### config.mk
export PLATFORM = sky130hd
export DESIGN_NAME = dmem_ctrl
export DESIGN_NICKNAME = d
export VERILOG_FILES = /design/src/rtl/dmem_pkg.sv /design/src/rtl/load_align.sv /design/src/rtl/dmem_ctrl.sv
export SDC_FILE = /design/constraint.sdc
export NUM_CORES = 1
export LEC_CHECK = 0
export CAP_MARGIN = 30
export CORE_MARGIN = 5
export CORE_UTILIZATION = 38
export CTS_CLUSTER_DIAMETER = 30
export DETAILED_ROUTE_END_ITERATION = 12
export PLACE_DENSITY = 0.89
export SLEW_MARGIN = 20
export SYNTH_ARGS = -nofsm -noshare
export SYNTH_HDL_FRONTEND = slang
export SYNTH_SLANG_ARGS = --single-unit
### constraint.sdc
create_clock -name clk -period 2.3 [get_ports clk]
set_clock_uncertainty 0.2 [all_clocks]
set_input_delay 0.46 -clock clk [delete_from_list [all_inputs] [get_ports clk]]
set_output_delay 0.46 -clock clk [all_outputs]
set_load 0.02 [all_outputs]
### src/rtl/dmem_pkg.sv
// Shared types for the data-memory controller: FSM states, access size codes,
// and byte-enable generation.
package dmem_pkg;

    typedef enum logic [1:0] {
        IDLE = 2'd0,
        REQ  = 2'd1,
        WAIT = 2'd2,
        DONE = 2'd3
    } state_t;

    localparam logic [1:0] SZ_BYTE = 2'b00;
    localparam logic [1:0] SZ_HALF = 2'b01;
    localparam logic [1:0] SZ_WORD = 2'b10;

    function automatic logic [3:0] be_gen(
        input logic [1:0] sz,
        input logic [1:0] off
    );
        logic [3:0] be;
        be = 4'b1111;
        unique case (sz)
            SZ_BYTE: be = 4'b0001 << off;
            SZ_HALF: be = 4'b0011 << {off[1], 1'b0};
            default: be = 4'b1111;
        endcase
        return be;
    endfunction

endpackage

### src/rtl/load_align.sv
// Load lane select plus sign/zero extension of the memory response.
module load_align
    import dmem_pkg::*;
(
    input  logic [31:0] rdata,
    input  logic [1:0]  off,
    input  logic [1:0]  size,
    input  logic        uns,
    output logic [31:0] data
);

    logic [31:0] sh;

    always_comb begin
        sh   = rdata >> {off, 3'b000};
        data = rdata;
        unique case (size)
            SZ_BYTE: data = uns ? {24'h0, sh[7:0]}
                                : {{24{sh[7]}}, sh[7:0]};
            SZ_HALF: data = uns ? {16'h0, sh[15:0]}
                                : {{16{sh[15]}}, sh[15:0]};
            default: data = rdata;
        endcase
    end

endmodule

### src/rtl/dmem_ctrl.sv
// Data-memory access controller with req/gnt/rvalid port and datapath stall.
// Byte/half accesses are built only when DMEM_CTRL_SUBWORD_EN is defined.
module dmem_ctrl
    import dmem_pkg::*;
#(
    parameter int ADDR_W = 32
) (
    input  logic              clk,
    input  logic              reset,
    input  logic              mem_read,
    input  logic              mem_write,
    input  logic [1:0]        size,
    input  logic              unsigned_ld,
    input  logic [ADDR_W-1:0] addr,
    input  logic [31:0]       write_data,
    output logic [31:0]       read_data,
    output logic              stall,
    output logic              err,
    output logic              mem_req,
    output logic              mem_we,
    output logic [ADDR_W-3:0] mem_addr,
    output logic [3:0]        mem_be,
    output logic [31:0]       mem_wdata,
    input  logic              mem_gnt,
    input  logic              mem_rvalid,
    input  logic [31:0]       mem_rdata
);

    state_t state, state_n;

    logic [ADDR_W-1:0] addr_q;
    logic [31:0]       wdata_q;
    logic [3:0]        be_q;
    logic              we_q;
    logic              err_q;

    logic              access;
    logic              bad;
    logic [31:0]       wd_al;
    logic [3:0]        be_al;
    logic [31:0]       ld_data;

`ifdef DMEM_CTRL_SUBWORD_EN
    logic [1:0] size_q;
    logic       uns_q;
    logic       misal;

    always_comb begin
        misal = ((size == SZ_HALF) & addr[0])
              | ((size == SZ_WORD) & (addr[1:0] != 2'b00));
        bad   = (mem_read & mem_write) | (size == 2'b11) | misal;
        be_al = be_gen(size, addr[1:0]);
        unique case (size)
            SZ_BYTE: wd_al = {4{write_data[7:0]}};
            SZ_HALF: wd_al = {2{write_data[15:0]}};
            default: wd_al = write_data;
        endcase
    end

    load_align u_align (
        .rdata (mem_rdata),
        .off   (addr_q[1:0]),
        .size  (size_q),
        .uns   (uns_q),
        .data  (ld_data)
    );

    always_ff @(posedge clk) begin
        if (reset) begin
            size_q <= SZ_WORD;
            uns_q  <= 1'b0;
        end else if (state == IDLE && access) begin
            size_q <= size;
            uns_q  <= unsigned_ld;
        end
    end
`else
    // Word-only build: size/unsigned_ld and the low address bits of the
    // latched address have no consumer.
    logic unused_cfg;
    assign unused_cfg = ^{size, unsigned_ld, addr_q[1:0]};

    assign bad     = (mem_read & mem_write) | (addr[1:0] != 2'b00);
    assign be_al   = 4'b1111;
    assign wd_al   = write_data;
    assign ld_data = mem_rdata;
`endif

    assign access = mem_read | mem_write;

    always_comb begin
        state_n = state;
        unique case (state)
            IDLE: if (access) state_n = bad ? DONE : REQ;
            REQ:  if (mem_gnt) state_n = we_q ? DONE : WAIT;
            WAIT: if (mem_rvalid) state_n = DONE;
            DONE: state_n = IDLE;
            default: state_n = IDLE;
        endcase
    end

    always_ff @(posedge clk) begin
        if (reset) begin
            state     <= IDLE;
            addr_q    <= '0;
            wdata_q   <= '0;
            be_q      <= '0;
            we_q      <= 1'b0;
            err_q     <= 1'b0;
            read_data <= '0;
        end else begin
            state <= state_n;
            if (state == IDLE && access) begin
                addr_q  <= addr;
                wdata_q <= wd_al;
                be_q    <= be_al;
                we_q    <= mem_write;
                err_q   <= bad;
                if (bad) read_data <= '0;
            end
            if (state == WAIT && mem_rvalid) read_data <= ld_data;
        end
    end

    assign mem_req   = (state == REQ);
    assign mem_we    = we_q & mem_req;
    assign mem_addr  = addr_q[ADDR_W-1:2];
    assign mem_be    = be_q;
    assign mem_wdata = wdata_q;
    assign err       = (state == DONE) & err_q;
    assign stall     = ((state == IDLE) & access)
                     | (state == REQ) | (state == WAIT);

endmodule
---- Yosys cells after proc, flatten, opt, wreduce, memory -nomap -nowiden ----
Index checks and enable logic that the tools add are counted.
word-level totals
  output and inout bits ................... 102
  flip-flop bits (word level) ............. 101
  logic and storage cells ................. 38
  input bits .............................. 105
cells by class
  reduce and logical (&&, ||, !) cells .... 8
  muxes and demuxes ....................... 9
  bitwise operators ....................... 8
  equality and inequality tests ........... 6
operators with widths
  kind                number
  $mux 32             3
  $mux 2              4
  $pmux 2 s4          1
  $reduce_bool 2->1   3
  $and 1x1->1         4
  $eq 2x2->1 const B  2
  $ne 2x2->1 const B  2
  $or 1x1->1          4
  $reduce_and 3->1    1
  $eq 2x1->1 const B  1
  $logic_and 1x1->1   2
  $logic_not 2->1     1
  $ne 2x1->1 const B  1
  $reduce_and 2->1    1
  $mux 1              1

---- Longest topological paths before layout ----
  depth in word-level cells ............... 5
  gate-level depth with buffers ........... 8
  depth with buffers taken out ............ 5

---- Worst setup path before layout ----
No wires, ideal clock.
  path kind ............................... reg2out
  from .................................... register state[0]
  to ...................................... output port stall
  data required time ...................... 1.640 ns
  path buffers ............................ 2
  path slack .............................. 0.141 ns
  arrival time ............................ 1.499 ns
  stages on the path, launching flop included .. 7
  cell sequence ........................... dfxtp_1 > inv_1 > ha_1 > buf_4 > o21a_1 > buf_2 > or3_1
on the way
  longest elaborated chain between the ends .. 4
  elaborated cells on any way between the ends .. 6
  those cells by class .................... eq/ne: 2; bitwise: 3; reduce/logical: 1
RTL lines
  item                    RTL line          RTL
  from (decl)             dmem_ctrl.sv:29   state_t state, state_n;
  from (signal assigned)  dmem_ctrl.sv:112  state <= state_n;
  $logic_not 2->1         dmem_ctrl.sv:131  assign stall = ((state == IDLE) & access)
  $and 1x1->1             dmem_ctrl.sv:131
  $or 1x1->1              dmem_ctrl.sv:132  | (state == REQ) | (state == WAIT);
  $or 1x1->1 *            dmem_ctrl.sv:132
  to (decl)               dmem_ctrl.sv:17   output logic stall,
Mark *: on every way between the ends. The rest lies on a longest branch, timed or not.

---- Worst setup path after layout ----
  from .................................... input port mem_read
  to ...................................... output port stall
on the way
  longest elaborated chain between the ends .. 4
RTL lines
  item                     RTL line          RTL
  from (decl)              dmem_ctrl.sv:10   input logic mem_read,
  $or 1x1->1               dmem_ctrl.sv:89   assign access = mem_read | mem_write;
  $and 1x1->1              dmem_ctrl.sv:131
  $or 1x1->1 (2 in a row)  dmem_ctrl.sv:132
No other way between the ends.

==> flow_summary_export.csv <==
group,metric,value,unit
clocking,cts_hold_buf,0,
place,port-buffer-count,203,
power,leakage,2.24,nW
setup_path,arrival,1.59,ns
finish,drive_gt1_share,6.79,%
clocking,clock_latency,0.34,ns
finish,syn_to_final_growth,64.8,%
job,max-cap-violations,0,
synth,synth_cell_types,29,
min_path,min_path_cells,3,
place,place_congestion,0.724,
synth,syn_area,3530,sq um
grt,antenna_found_initial,0,
route,viasPerCell,4.80,
sta,worst_slack,0.0479,ns
synth,syn_area_per_cell,9.04,sq um
die,die_area,11300,sq um
setup_path,worstSetupStartpoint,"mem_read",
sta,tightestPinTransition,0.617,ns
finish,layout_commonest_cell,"clkdlybuf4s50_1",
sta,setup_viol,0,
sta,slew_headroom,58.9,%
grt,track_usage,17.6,%
setup_path,cp-start-kind,"input pin",
synth,postSynthCellCount,391,
sta,period_minus_slack,2.25,ns
synth,synth_fp_nets,502,
sta,finalHoldViolations,0,
setup_path,end_kind,"primary output",
setup_path,r2r_start,"state[1]",
die,ios,207,
die,core-area,9150,sq um
synth,ys_ff_latch,99,
clocking,cts_tree,"yes",
die,die_h,106,microns
place,placedCellCount,684,
min_path,hold_path_end,"state[1]",
finish,final_core_utilization,63.6,%
power,power_density,1010,nW/um^2
sta,hold_ws,0.255,ns
finish,nFillCells,717,
sta,rsz0062_at_grt,"no",
clocking,clockBufferDepth,2,
place,hpwl,7930,microns
clocking,clkTransAtPathRegs,0.09,ns
setup_path,r2r_end,"err_q",
die,start_util,38.6,%
route,vias,3360,
setup_path,max_stage_delay,0.44,ns
place,place_area,5630,sq um
setup_path,criticalPathCategory,"in -> out",
route,wl_per_cell,15.0,microns
setup_path,crit_slowest_cell,"clkdlybuf4s50_1",
finish,final_cells,700,
status,status,"finished, final reports clean",
finish,antenna_cells,0,
clocking,root_buffer,"clkbuf_8",
route,drc,0,
clocking,postCtsSetupBuffers,0,
setup_path,worstRegToRegCells,6,
grt,gr-total-overflow,0,
grt,grt_max_degree,65,
die,num_rows,35,
die,die_w,106,microns
place,dp_slack,-0.356,ns
clocking,numCtsBuffers,9,
power,vdd_drop_max,0.584,mV
grt,grt_pass1_wl,16200,microns
clocking,cts.sinks,99,
setup_path,cp_cell_sequence,"clkdlybuf4s50_1, o21a_2, or3_1, buf_4",
synth,yosysWarnings,0,
sta,slew_viol_final,0,
min_path,hp-class,"in -> reg",
sta,fmaxAchievable,0.444,GHz
setup_path,reg2reg_slack,0.39,ns
clocking,ctsHtreeMaxLevel,3,
synth,ys_seq_area_share,56.1,%
finish,stdcell_area,5820,sq um
min_path,hp-start,"reset",
setup_path,cp_num_buf_inv,2,
grt,grt_pass1_vias,3389,
setup_path,crit_required,1.64,ns
setup_path,path_max_fanout,2,
route,wl,10500,microns
route,ant_nets,0,
setup_path,cp_top_family,"buffers and inverters",
route,drt-initial-drc-count,137,
sta,period_share,97.9,%
route,first_pass_iters,5,
finish,final_cell_mix,"198 x clkdlybuf4s50_1, 126 x nand2_1, 97 x dfxtp_1",
finish,nets,695,
==> metal layers <==
metal / share of wire (%) / global-route usage, %
met4: 1.5 / 5.84
met5: 0 / 0
met2: 49 / 31.8
met1: 39 / 19.0
met3: 10 / 6.56
==> kinds of logic after synthesis <==
logic type	Yosys count	share of synthesized area, %
xor+xnor	1	0.248
mux	1	0.283
compound gates	105	19.8
flops	99	56.1
buf+inv	38	5.66
simple gates	141	15.9
fa+ha+maj	6	2.12
==> cell usage after synthesis <==
library cell / n / area, sq um
nand2b_1: 2 / 12.5
and3_1: 1 / 6.26
buf_6: 1 / 11.3
a22o_1: 32 / 280
clkbuf_1: 7 / 26.3
nor2_1: 6 / 22.5
inv_1: 4 / 15.0
nand3_1: 1 / 5.00
o21a_1: 1 / 7.51
o21ai_4: 1 / 16.3
ha_1: 6 / 75.1
a311oi_1: 2 / 17.5
a31oi_1: 2 / 12.5
xor2_1: 1 / 8.76
buf_1: 2 / 7.51
a31o_2: 1 / 8.76
or3_1: 1 / 6.26
a21oi_1: 63 / 315
and2_1: 2 / 12.5
mux2i_1: 1 / 10.0
or3b_4: 1 / 11.3
nand2_1: 126 / 473
buf_4: 8 / 60.1
buf_2: 16 / 80.1
dfxtp_1: 99 / 1980
a22oi_1: 1 / 7.51
o211a_4: 1 / 17.5
a311oi_2: 1 / 15.0
and3_4: 1 / 11.3
==> worst max path at each step <==
stage / end / cells after the start / slack (ns)
global placement: stall / 4 / -0.37
floorplan: stall / 6 / 0.14
finish: stall / 4 / 0.05
CTS: stall / 5 / -0.11
detailed placement: stall / 4 / -0.36
global route: stall / 4 / 0.002
==> per-stage QoR <==
step           setup TNS, ns  power, W
2_1_floorplan              0   0.00371
3_3_place_gp          -0.367   0.00476
3_5_place_dp          -0.356   0.00484
4_1_cts               -0.113   0.00597
5_1_grt                    0   0.00626
6_report                   0   0.00589
==> sequential cells by signal (all words and copies together) (netlist names) <==
register   count
mem_wdata     32
read_data     32
state          2
mem_be         1
we_q           1
err_q          1
addr_q        30
==> timing repair <==
| action | CTS | global route |
|---|---|---|
| resized for setup | 6 | 7 |
| hold endpoints to repair | 0 | 0 |
| setup endpoints to repair | 4 | 1 |
==> power by group <==
part / leakage (nW) / internal [W] / total, W / switching, W
Combinational: 1.33 / 0.00115 / 0.00255 / 0.00140
Clock: 0.0992 / 0.000518 / 0.00112 / 0.000603
Sequential: 0.811 / 0.00205 / 0.00222 / 0.000170
Total: 2.24 / 0.00372 / 0.00589 / 0.00217
==> worst min-delay path, cell delays in order <==
cell and delay, ns:
buf_2 0.12, inv_1 0.06, a31o_2 0.13
==> final cells by class <==
cell class | instances | area (sq um) | area share, %
inverters | 4 | 15.0 | 0.258
flip-flops and latches | 99 | 1980 | 34.1
multi-input cells | 254 | 1360 | 23.3
clock inverters | 6 | 71.3 | 1.22
well taps | 111 | 139 | 2.38
clock buffers | 10 | 128 | 2.19
repair buffers | 216 | 2130 | 36.6
(Power assumes the default switching activity.)
